--- config.mk ---
export PLATFORM = sky130hd
export DESIGN_NAME = ahb_interconnect_decoder_mux_flat
export DESIGN_NICKNAME = d
export VERILOG_FILES = /design/src/rtl/ahb_interconnect_decoder_mux_if.sv /design/src/rtl/ahb_interconnect_decoder_mux.sv /design/src/flat_wrapper.sv
export SDC_FILE = /design/constraint.sdc
export NUM_CORES = 1
export LEC_CHECK = 0
export CORE_AREA = 2 2 129 131
export CTS_CLUSTER_SIZE = 16
export DETAILED_ROUTE_END_ITERATION = 8
export DIE_AREA = 0 0 131 133
export PLACE_DENSITY = 0.54
export SYNTH_ARGS = -nofsm -noshare
export SYNTH_HDL_FRONTEND = slang
export SYNTH_HIERARCHICAL = 1
export SYNTH_SLANG_ARGS = --single-unit
export TNS_END_PERCENT = 10
--- constraint.sdc ---
create_clock -name HCLK -period 2.9 [get_ports HCLK]
set_clock_uncertainty 0.05 [all_clocks]
set_input_delay 0.58 -clock HCLK [delete_from_list [all_inputs] [get_ports HCLK]]
set_output_delay 0.58 -clock HCLK [all_outputs]
set_load 0.02 [all_outputs]
--- src/rtl/ahb_interconnect_decoder_mux_if.sv ---
// Bus bundle for ahb_interconnect_decoder_mux.
// S_* faces the single AHB-Lite master, M_* faces the NUM_SLAVES slave regions.
// Modport "slave" is the decoder/mux view; modport "master" is the surrounding fabric view.
interface ahb_interconnect_decoder_mux_if #(
  parameter int NUM_SLAVES = 4,
  parameter int DATA_WIDTH = 32,
  parameter int ADDR_WIDTH = 32
);
  // master side
  logic                  S_HSEL;
  logic [ADDR_WIDTH-1:0] S_HADDR;
  logic [1:0]            S_HTRANS;
  logic                  S_HWRITE;
  logic [2:0]            S_HSIZE;
  logic [2:0]            S_HBURST;
  logic [3:0]            S_HPROT;
  logic                  S_HMASTLOCK;
  logic [DATA_WIDTH-1:0] S_HWDATA;
  logic                  S_HREADY;
  logic                  S_HRESP;
  logic [DATA_WIDTH-1:0] S_HRDATA;
  // slave side
  logic [NUM_SLAVES-1:0] M_HSEL;
  logic [ADDR_WIDTH-1:0] M_HADDR;
  logic [1:0]            M_HTRANS;
  logic                  M_HWRITE;
  logic [2:0]            M_HSIZE;
  logic [2:0]            M_HBURST;
  logic [3:0]            M_HPROT;
  logic                  M_HMASTLOCK;
  logic [DATA_WIDTH-1:0] M_HWDATA;
  logic                  M_HREADY;
  logic [NUM_SLAVES-1:0] M_HREADYOUT;
  logic [NUM_SLAVES-1:0] M_HRESP;
  logic [NUM_SLAVES-1:0][DATA_WIDTH-1:0] M_HRDATA;
  logic                  TIMEOUT_FLAG;

  modport slave (
    input  S_HSEL, S_HADDR, S_HTRANS, S_HWRITE, S_HSIZE, S_HBURST, S_HPROT, S_HMASTLOCK, S_HWDATA,
    output S_HREADY, S_HRESP, S_HRDATA,
    output M_HSEL, M_HADDR, M_HTRANS, M_HWRITE, M_HSIZE, M_HBURST, M_HPROT, M_HMASTLOCK, M_HWDATA,
    output M_HREADY,
    input  M_HREADYOUT, M_HRESP, M_HRDATA,
    output TIMEOUT_FLAG
  );

  modport master (
    output S_HSEL, S_HADDR, S_HTRANS, S_HWRITE, S_HSIZE, S_HBURST, S_HPROT, S_HMASTLOCK, S_HWDATA,
    input  S_HREADY, S_HRESP, S_HRDATA,
    input  M_HSEL, M_HADDR, M_HTRANS, M_HWRITE, M_HSIZE, M_HBURST, M_HPROT, M_HMASTLOCK, M_HWDATA,
    input  M_HREADY,
    output M_HREADYOUT, M_HRESP, M_HRDATA,
    input  TIMEOUT_FLAG
  );
endinterface

--- src/rtl/ahb_interconnect_decoder_mux.sv ---
// AHB-Lite address decoder + response mux, one master to NUM_SLAVES regions.
// Unmapped NONSEQ/SEQ transfers get a two-cycle ERROR from an internal default slave.
// Optional wait-state watchdog: define AHB_DECODE_TIMEOUT_EN.

// One region window compare: upper address bits above the window size must equal the base.
module ahb_region_match #(
  parameter int                    ADDR_WIDTH = 32,
  parameter logic [ADDR_WIDTH-1:0] BASE       = '0,
  parameter int                    LOG2       = 20
) (
  input  logic [ADDR_WIDTH-1:0] addr,
  output logic                  match
);
  if (LOG2 >= ADDR_WIDTH) begin : g_all
    // window covers the whole address space
    assign match = 1'b1;
  end else begin : g_cmp
    assign match = (addr[ADDR_WIDTH-1:LOG2] == BASE[ADDR_WIDTH-1:LOG2]);
  end
endmodule

module ahb_interconnect_decoder_mux #(
  parameter int                               NUM_SLAVES     = 4,
  parameter int                               DATA_WIDTH     = 32,
  parameter int                               ADDR_WIDTH     = 32,
  parameter logic [NUM_SLAVES*ADDR_WIDTH-1:0] BASE_ADDRS     = '0,
  parameter logic [NUM_SLAVES*8-1:0]          REGION_LOG2    = {NUM_SLAVES{8'd20}},
  parameter int                               TIMEOUT_CYCLES = 256
) (
  input  logic                         HCLK,
  input  logic                         HRESET,
  ahb_interconnect_decoder_mux_if.slave bus
);
  localparam int IDX_W = (NUM_SLAVES > 1) ? $clog2(NUM_SLAVES) : 1;

  if (NUM_SLAVES < 1 || NUM_SLAVES > 16) begin : g_bad_slaves
    $error("ahb_interconnect_decoder_mux: NUM_SLAVES must be 1..16");
  end
  if (TIMEOUT_CYCLES < 1) begin : g_bad_timeout
    $error("ahb_interconnect_decoder_mux: TIMEOUT_CYCLES must be >= 1");
  end

  typedef enum logic [1:0] {DS_IDLE, DS_ERR1, DS_ERR2} ds_state_t;

  logic [NUM_SLAVES-1:0] win, hit;
  logic [IDX_W-1:0]      hit_idx;
  logic                  hit_any;
  logic                  xfer, unmapped, err_start, timeout_fire;
  logic                  dsel_valid, dsel_dflt;
  logic [IDX_W-1:0]      dsel_idx;
  ds_state_t             ds_state;
  logic                  ds_hready, ds_hresp;
  logic                  s_hready, s_hresp;
  logic [DATA_WIDTH-1:0] s_hrdata;

  // ---------------- address decode ----------------
  for (genvar k = 0; k < NUM_SLAVES; k++) begin : g_win
    ahb_region_match #(
      .ADDR_WIDTH (ADDR_WIDTH),
      .BASE       (BASE_ADDRS[k*ADDR_WIDTH +: ADDR_WIDTH]),
      .LOG2       (int'(REGION_LOG2[k*8 +: 8]))
    ) u_match (
      .addr  (bus.S_HADDR),
      .match (win[k])
    );
  end

  assign hit = win & {NUM_SLAVES{bus.S_HSEL}};

  // Priority encode the hits, lowest slave index wins on overlap
  always_comb begin
    hit_idx = '0;
    hit_any = 1'b0;
    for (int k = NUM_SLAVES - 1; k >= 0; k--) begin
      if (hit[k]) begin
        hit_idx = IDX_W'(k);
        hit_any = 1'b1;
      end
    end
  end

  // isolate lowest set bit -> one-hot select
  assign bus.M_HSEL = hit & (~hit + NUM_SLAVES'(1));

  assign xfer      = bus.S_HSEL & bus.S_HTRANS[1];
  assign unmapped  = xfer & ~hit_any;
  assign err_start = (s_hready & unmapped) | timeout_fire;

  // ---------------- broadcast pass-through ----------------
  assign bus.M_HADDR     = bus.S_HADDR;
  assign bus.M_HTRANS    = bus.S_HTRANS;
  assign bus.M_HWRITE    = bus.S_HWRITE;
  assign bus.M_HSIZE     = bus.S_HSIZE;
  assign bus.M_HBURST    = bus.S_HBURST;
  assign bus.M_HPROT     = bus.S_HPROT;
  assign bus.M_HMASTLOCK = bus.S_HMASTLOCK;
  assign bus.M_HWDATA    = bus.S_HWDATA;
  assign bus.M_HREADY    = s_hready;

  // Data-phase owner, captured whenever an address phase is accepted
  always_ff @(posedge HCLK) begin
    if (HRESET) begin
      dsel_valid <= 1'b0;
      dsel_dflt  <= 1'b0;
      dsel_idx   <= '0;
    end else if (s_hready) begin
      dsel_valid <= xfer;
      dsel_dflt  <= unmapped;
      dsel_idx   <= hit_idx;
    end else if (timeout_fire) begin
      // abandon the stuck slave; the default slave owns the rest of this data phase
      dsel_valid <= 1'b0;
      dsel_dflt  <= 1'b1;
    end
  end

  // Default slave: two-cycle ERROR for unmapped transfers and abandoned data phases
  always_ff @(posedge HCLK) begin
    if (HRESET) begin
      ds_state  <= DS_IDLE;
      ds_hready <= 1'b1;
      ds_hresp  <= 1'b0;
    end else begin
      case (ds_state)
        DS_IDLE: begin
          if (err_start) begin
            ds_state  <= DS_ERR1;
            ds_hready <= 1'b0;
            ds_hresp  <= 1'b1;
          end
        end
        DS_ERR1: begin
          ds_state  <= DS_ERR2;
          ds_hready <= 1'b1;
          ds_hresp  <= 1'b1;
        end
        DS_ERR2: begin
          if (err_start) begin
            ds_state  <= DS_ERR1;
            ds_hready <= 1'b0;
            ds_hresp  <= 1'b1;
          end else begin
            ds_state  <= DS_IDLE;
            ds_hready <= 1'b1;
            ds_hresp  <= 1'b0;
          end
        end
        default: begin
          ds_state  <= DS_IDLE;
          ds_hready <= 1'b1;
          ds_hresp  <= 1'b0;
        end
      endcase
    end
  end

  // Response mux: default slave, else owning slave, else idle OKAY
  always_comb begin
    s_hready = 1'b1;
    s_hresp  = 1'b0;
    s_hrdata = '0;
    if (HRESET) begin
      s_hready = 1'b1;
    end else if (ds_state != DS_IDLE) begin
      s_hready = ds_hready;
      s_hresp  = ds_hresp;
    end else if (dsel_valid && !dsel_dflt) begin
      s_hready = bus.M_HREADYOUT[dsel_idx];
      s_hresp  = bus.M_HRESP[dsel_idx];
      s_hrdata = bus.M_HRDATA[dsel_idx];
    end
  end

  assign bus.S_HREADY = s_hready;
  assign bus.S_HRESP  = s_hresp;
  assign bus.S_HRDATA = s_hrdata;

`ifdef AHB_DECODE_TIMEOUT_EN
  localparam int TO_W = $clog2(TIMEOUT_CYCLES + 1);
  logic [TO_W-1:0] to_cnt;
  logic            to_flag;
  logic            stall;

  assign stall        = dsel_valid & ~dsel_dflt & (ds_state == DS_IDLE) & ~s_hready;
  assign timeout_fire = stall & (to_cnt == TO_W'(TIMEOUT_CYCLES - 1));

  // Wait-state watchdog; flag stays set until reset
  always_ff @(posedge HCLK) begin
    if (HRESET) begin
      to_cnt  <= '0;
      to_flag <= 1'b0;
    end else begin
      if (s_hready || timeout_fire) to_cnt <= '0;
      else if (stall)               to_cnt <= to_cnt + TO_W'(1);
      if (timeout_fire)             to_flag <= 1'b1;
    end
  end

  assign bus.TIMEOUT_FLAG = to_flag;
`else
  assign timeout_fire     = 1'b0;
  assign bus.TIMEOUT_FLAG = 1'b0;
`endif

endmodule
--- src/flat_wrapper.sv ---
// flat-port wrapper written by rule: the top's interface ports become plain ports
module ahb_interconnect_decoder_mux_flat 
#(
  parameter int                               NUM_SLAVES     = 4,
  parameter int                               DATA_WIDTH     = 32,
  parameter int                               ADDR_WIDTH     = 32,
  parameter logic [NUM_SLAVES*ADDR_WIDTH-1:0] BASE_ADDRS     = '0,
  parameter logic [NUM_SLAVES*8-1:0]          REGION_LOG2    = {NUM_SLAVES{8'd20}},
  parameter int                               TIMEOUT_CYCLES = 256
)
  (HCLK, HRESET, bus_S_HSEL, bus_S_HADDR, bus_S_HTRANS, bus_S_HWRITE, bus_S_HSIZE, bus_S_HBURST, bus_S_HPROT, bus_S_HMASTLOCK, bus_S_HWDATA, bus_S_HREADY, bus_S_HRESP, bus_S_HRDATA, bus_M_HSEL, bus_M_HADDR, bus_M_HTRANS, bus_M_HWRITE, bus_M_HSIZE, bus_M_HBURST, bus_M_HPROT, bus_M_HMASTLOCK, bus_M_HWDATA, bus_M_HREADY, bus_M_HREADYOUT, bus_M_HRESP, bus_M_HRDATA, bus_TIMEOUT_FLAG);
  ahb_interconnect_decoder_mux_if #(.NUM_SLAVES(NUM_SLAVES), .DATA_WIDTH(DATA_WIDTH), .ADDR_WIDTH(ADDR_WIDTH)) bus_i ();
  input  logic HCLK;
  input  logic HRESET;
  input wire logic [$bits(bus_i.S_HSEL)-1:0] bus_S_HSEL;
  input wire logic [$bits(bus_i.S_HADDR)-1:0] bus_S_HADDR;
  input wire logic [$bits(bus_i.S_HTRANS)-1:0] bus_S_HTRANS;
  input wire logic [$bits(bus_i.S_HWRITE)-1:0] bus_S_HWRITE;
  input wire logic [$bits(bus_i.S_HSIZE)-1:0] bus_S_HSIZE;
  input wire logic [$bits(bus_i.S_HBURST)-1:0] bus_S_HBURST;
  input wire logic [$bits(bus_i.S_HPROT)-1:0] bus_S_HPROT;
  input wire logic [$bits(bus_i.S_HMASTLOCK)-1:0] bus_S_HMASTLOCK;
  input wire logic [$bits(bus_i.S_HWDATA)-1:0] bus_S_HWDATA;
  output wire logic [$bits(bus_i.S_HREADY)-1:0] bus_S_HREADY;
  output wire logic [$bits(bus_i.S_HRESP)-1:0] bus_S_HRESP;
  output wire logic [$bits(bus_i.S_HRDATA)-1:0] bus_S_HRDATA;
  output wire logic [$bits(bus_i.M_HSEL)-1:0] bus_M_HSEL;
  output wire logic [$bits(bus_i.M_HADDR)-1:0] bus_M_HADDR;
  output wire logic [$bits(bus_i.M_HTRANS)-1:0] bus_M_HTRANS;
  output wire logic [$bits(bus_i.M_HWRITE)-1:0] bus_M_HWRITE;
  output wire logic [$bits(bus_i.M_HSIZE)-1:0] bus_M_HSIZE;
  output wire logic [$bits(bus_i.M_HBURST)-1:0] bus_M_HBURST;
  output wire logic [$bits(bus_i.M_HPROT)-1:0] bus_M_HPROT;
  output wire logic [$bits(bus_i.M_HMASTLOCK)-1:0] bus_M_HMASTLOCK;
  output wire logic [$bits(bus_i.M_HWDATA)-1:0] bus_M_HWDATA;
  output wire logic [$bits(bus_i.M_HREADY)-1:0] bus_M_HREADY;
  input wire logic [$bits(bus_i.M_HREADYOUT)-1:0] bus_M_HREADYOUT;
  input wire logic [$bits(bus_i.M_HRESP)-1:0] bus_M_HRESP;
  input wire logic [$bits(bus_i.M_HRDATA)-1:0] bus_M_HRDATA;
  output wire logic [$bits(bus_i.TIMEOUT_FLAG)-1:0] bus_TIMEOUT_FLAG;
  assign bus_i.S_HSEL = bus_S_HSEL;
  assign bus_i.S_HADDR = bus_S_HADDR;
  assign bus_i.S_HTRANS = bus_S_HTRANS;
  assign bus_i.S_HWRITE = bus_S_HWRITE;
  assign bus_i.S_HSIZE = bus_S_HSIZE;
  assign bus_i.S_HBURST = bus_S_HBURST;
  assign bus_i.S_HPROT = bus_S_HPROT;
  assign bus_i.S_HMASTLOCK = bus_S_HMASTLOCK;
  assign bus_i.S_HWDATA = bus_S_HWDATA;
  assign bus_S_HREADY = bus_i.S_HREADY;
  assign bus_S_HRESP = bus_i.S_HRESP;
  assign bus_S_HRDATA = bus_i.S_HRDATA;
  assign bus_M_HSEL = bus_i.M_HSEL;
  assign bus_M_HADDR = bus_i.M_HADDR;
  assign bus_M_HTRANS = bus_i.M_HTRANS;
  assign bus_M_HWRITE = bus_i.M_HWRITE;
  assign bus_M_HSIZE = bus_i.M_HSIZE;
  assign bus_M_HBURST = bus_i.M_HBURST;
  assign bus_M_HPROT = bus_i.M_HPROT;
  assign bus_M_HMASTLOCK = bus_i.M_HMASTLOCK;
  assign bus_M_HWDATA = bus_i.M_HWDATA;
  assign bus_M_HREADY = bus_i.M_HREADY;
  assign bus_i.M_HREADYOUT = bus_M_HREADYOUT;
  assign bus_i.M_HRESP = bus_M_HRESP;
  assign bus_i.M_HRDATA = bus_M_HRDATA;
  assign bus_TIMEOUT_FLAG = bus_i.TIMEOUT_FLAG;
  ahb_interconnect_decoder_mux #(.NUM_SLAVES(NUM_SLAVES), .DATA_WIDTH(DATA_WIDTH), .ADDR_WIDTH(ADDR_WIDTH), .BASE_ADDRS(BASE_ADDRS), .REGION_LOG2(REGION_LOG2), .TIMEOUT_CYCLES(TIMEOUT_CYCLES)) u_core (.HCLK(HCLK), .HRESET(HRESET), .bus(bus_i));
endmodule
=== Yosys cells after proc, flatten, opt, wreduce, memory -nomap -nowiden ===
Cells that the tools add are included.

* Add/sub/neg operators: 1
* Multipliers: 0
* Divide/modulo/power cells: 0
* $lt $le $gt $ge: 1
* Eq/ne operators: 3
* Shift-type cells: 0
* Mux-type cells: 32
* Bitwise operators: 7
* Reductions and logical operators: 5

{| class="wikitable"
|+ Operators with widths
! operator !! number
|-
| $mux 32 || 4
|-
| $bmux 32 s2 || 1
|-
| $mux 1 || 17
|-
| $logic_not 12->1 || 1
|-
| $mux 2 || 5
|-
| $and 4x4->4 || 2
|-
| $pmux 2 s3 || 1
|-
| $add 4x1->4 const B || 1
|-
| $bmux 1 s2 || 2
|-
| $not 4->4 || 1
|-
| $and 1x1->1 || 3
|-
| $lt 2x3->1 const B || 1
|-
| $pmux 1 s3 || 1
|-
| $eq 2x1->1 const B || 1
|-
| $eq 2x2->1 const B || 1
|-
| $logic_not 2->1 || 1
|-
| $ne 2x1->1 const B || 1
|-
| $pmux 1 s2 || 1
|-
| $reduce_bool 2->1 || 1
|-
| $logic_and 1x1->1 || 1
|-
| $logic_not 1->1 || 1
|-
| $not 1->1 || 1
|}

* Bits in registers: 8
* Bits in latches: 0
* Bits in writable memories: 0
* Bits in read-only memories: 0
* Input bits: 217
* Output and inout bits: 118
* Word-level logic and storage cells: 55
* Memories: 0

=== Depth between registers and ports, before layout ===
* Word-level depth: 11
* Gate-level depth with buffers: 6
* Mapped depth without buffers: 6

=== Cells and area by module ===
Netlist, hierarchy kept.

{| class="wikitable"
|+ Modules (own cells, without submodules)
! module !! times used !! cells an instance !! area an instance (µm²) !! seq. area each (µm²)
|-
| ahb_interconnect_decoder_mux || 1 || 209 || 2044.5 || 160.2
|-
| ahb_region_match || 4 || 4 || 25.0 || 0.0
|}

=== Worst setup path after synthesis ===
No wires, ideal clock.

* Path type: input -> output
* From: input bus_M_HREADYOUT[3]
* To: output bus_S_HREADY
* Data arrival time: 1.957 ns
* Required time: 2.270 ns
* Setup slack: 0.313 ns
* Cell stages on the path: 4
* Path buffers: 1
* Cells stage by stage: mux4_2 -> o41ai_4 -> nand2b_1 -> buf_4

* Cells in the longest elaborated chain, start to end: 5

{| class="wikitable"
|+ RTL lines
! element !! RTL line !! RTL
|-
| start: declaration || flat_wrapper.sv:37 || <nowiki>input wire logic [$bits(bus_i.M_HREADYOUT)-1:0] bus_M_HREADYOUT;</nowiki>
|-
| $bmux 1 s2 || ahb_interconnect_decoder_mux.sv:168 || <nowiki>s_hready = bus.M_HREADYOUT[dsel_idx];</nowiki>
|-
| $mux 1 (implied by the code) || ahb_interconnect_decoder_mux.sv:168 ||
|-
| $mux 1 || ahb_interconnect_decoder_mux.sv:167 || <nowiki>end else if (dsel_valid && !dsel_dflt) begin</nowiki>
|-
| $mux 1 || ahb_interconnect_decoder_mux.sv:164 || <nowiki>end else if (ds_state != DS_IDLE) begin</nowiki>
|-
| $mux 1 || ahb_interconnect_decoder_mux.sv:162 || <nowiki>if (HRESET) begin</nowiki>
|-
| end: declaration || flat_wrapper.sv:24 || <nowiki>output wire logic [$bits(bus_i.S_HREADY)-1:0] bus_S_HREADY;</nowiki>
|}

No other way between the ends. The select of a mux whose other input is x is not followed.

=== Worst setup path after layout ===
* From: input bus_M_HREADYOUT[2]
* To: output bus_S_HREADY

Same word-level chain as after synthesis.

==> results.toml <==
[place]
io_buffers = 203
gp_congestion = 0.731
hpwl_microns = 7990
dp_slack_ns = -0.367
placed_area_sq_um = 3980

[floorplanning]
rows = 47
die_w_microns = 131
core_area_sq_um = 16200
start_util_pct = 13.3
die_area_sq_um = 17400
die_h_microns = 133
io_pins = 335

[timing]
fmax_ghz = 0.349
setup_viol = 0
period_minus_slack_ns = 2.86
period_share_pct = 98.8
holdWs_ns = 0.422
rsz0062_at_grt = "yes"
worst_slack_ns = 0.0360
final_max_slew_viol_count = 0
finalHoldViolCount = 0

[cells_and_area]
fin_nets = 577
fillers = 1725
fin_util_pct = 25.1
ff_latch_area_sq_um = 161
syn2layout_area_growth_pct = 88.9
drive_gt1_share_pct = 19.6
num_antenna_cells = 0
mostFrequentLayoutCells = "193 x clkdlybuf4s50_1, 34 x mux4_2, 33 x nor2b_1, 21 x buf_4, 11 x nor4_1"
final_common_cell = "clkdlybuf4s50_1"
multi_input_area_sq_um = 1330
final_area_sq_um = 4050

[global_routing]
antenna_found_initial = 0
grt_overflow_total = 0
track_usage_pct = 9.77
grt_pass1_wl_microns = 13100
grt_pass1_vias = 2432
grt_max_degree = 35

[power_and_ir_drop]
ir_drop_v = 0.000102
p_per_area_nw_per_um2 = 177
finalPower_mw = 0.719
p_leak_nw = 1.35

[setup_path]
crit_family = "buffers and inverters"
cp.arrival_ns = 2.23
r2r-start = "u_core/ds_state[0]"
endpoint_kind = "output pin"
path_buf_inv = 2
path_max_fanout = 2
cp-start-kind = "primary input"
path_cells = "clkdlybuf4s50_1 > mux4_2 > o41ai_4 > nand2b_1 > clkbuf_2"
rrSetupSlack_ns = 1.00
cpPeakStageDelay_ns = 0.55
cp-startpoint = "bus_M_HREADYOUT[2]"
crit_type = "in -> out"
worstPathRequired_ns = 2.27
cp_slowest_cell = "mux4_2"

[routing]
route.detailed.drc = 0
drt-total-wl_microns = 9610
final_antenna_net_count = 0
wl_per_cell_microns = 16.6
vias = 2249
via_per_inst = 3.89
first_pass_iters = 4
drt_iter0_drc = 36

[job]
cap_violations = 0

[logic_synthesis]
avgSynthCellArea_sq_um = 9.53
ys_types = 29
yosysWarnings = 6
synth_seq_cells = 8
synthCells = 225
syn-cell-area_sq_um = 2140
synth_fp_nets = 442
ys_seq_area_share_pct = 7.47

[status]
status = "finished, final reports clean"

[clock_network]
cts_setup_buffers = 0
clkLatencyLatePin_ns = 0.23
cts_sinks = 8
numCtsBuffers = 3
tritoncts = "yes"
cts_hold_buf = 0
root_buffer = "clkbuf_16"
clockBufferDepth = 2
clkTransAtPathRegs_ns = 0.04
ctsResizeCount = 8
cts_max_level = 1

[hold_path]
holdCritPathClass = "reg -> reg"
hp-start = "u_core/dsel_dflt"
## tightest hold or removal path: stages (launching register included)
cell and delay [ns]:
dfxtp_1 0.30, inv_1 0.04, o32ai_1 0.07
## cell usage after synthesis, drive strengths merged
cell type  number  area (sq um)
buf            84           627
mux4           34           766
nor2b          33           206
nor4           13          81.3
clkbuf         10          38.8
dfxtp           8           160
and3            5          31.3
nor2            5          18.8
a21oi           4          20.0
nand2b          4          25.0
nor3            4          20.0
inv             3          11.3
nand2           3          11.3
and2            2          12.5
or4             2          15.0
conb            1          3.75
mux2i           1          10.0
nand3           1          5.00
nor3b           1          7.51
o21ai           1          5.00
o21bai          1          7.51
o31ai           1          7.51
o32ai           1          8.76
o41a            1          11.3
o41ai           1          27.5
or3             1          6.26
## state kept, by name, indices dropped and copies added (netlist names)
name and flops:
u_core/ds_state 2, u_core/dsel_idx 2, u_core/ds_hready 1, u_core/ds_hresp 1, u_core/dsel_dflt 1, u_core/dsel_valid 1
## layer usage
layer	track usage [%]	up-vias	wire, microns
met1	10.1	1041	3580
met2	18.2	166	4580
met3	2.83	26	1240
met5	0	-	0
met4	3.61	0	203
li1	-	1016	-
## path summary, 6_finish.rpt
kind / to / cells after the start
hold / removal: u_core/dsel_dflt / 2
setup / recovery: bus_S_HREADY / 5
setup reg to reg: u_core/dsel_idx[1] / 6
hold reg to reg: u_core/dsel_dflt / 2
## final cells by class
cell class | count | share of cell area, %
Clock buffer | 3 | 1.85
Multi-Input combinational cell | 120 | 32.8
Inverter | 3 | 0.278
Sequential cell | 8 | 3.98
Timing Repair Buffer | 224 | 54.3
Tap cell | 220 | 6.79
## power breakdown
part	switching [mW]	leakage, nW	internal [mW]
combinational	0.106	1.25	0.265
clock	0.0520	0.0370	0.178
sequential	0.00271	0.0660	0.116
## kinds of logic (layout without fill, tap and decap cells)
group	count (synthesis)	count (layout)	share of synthesized area (%)
mux	35	35	36.2
flops	8	8	7.47
compound gates	10	10	4.08
simple gates	74	74	20.5
buf+inv	97	230	31.6
other cells	1	1	0.175
## metrics by stage
stage	TNS [ns]	cells
6_report	0	578
5_1_grt	-0.0787	578
4_1_cts	-0.323	578
3_5_place_dp	-1.68	575
3_3_place_gp	-1.59	575
2_1_floorplan	0	225
Note: power is estimated with default switching activity, not from simulation.
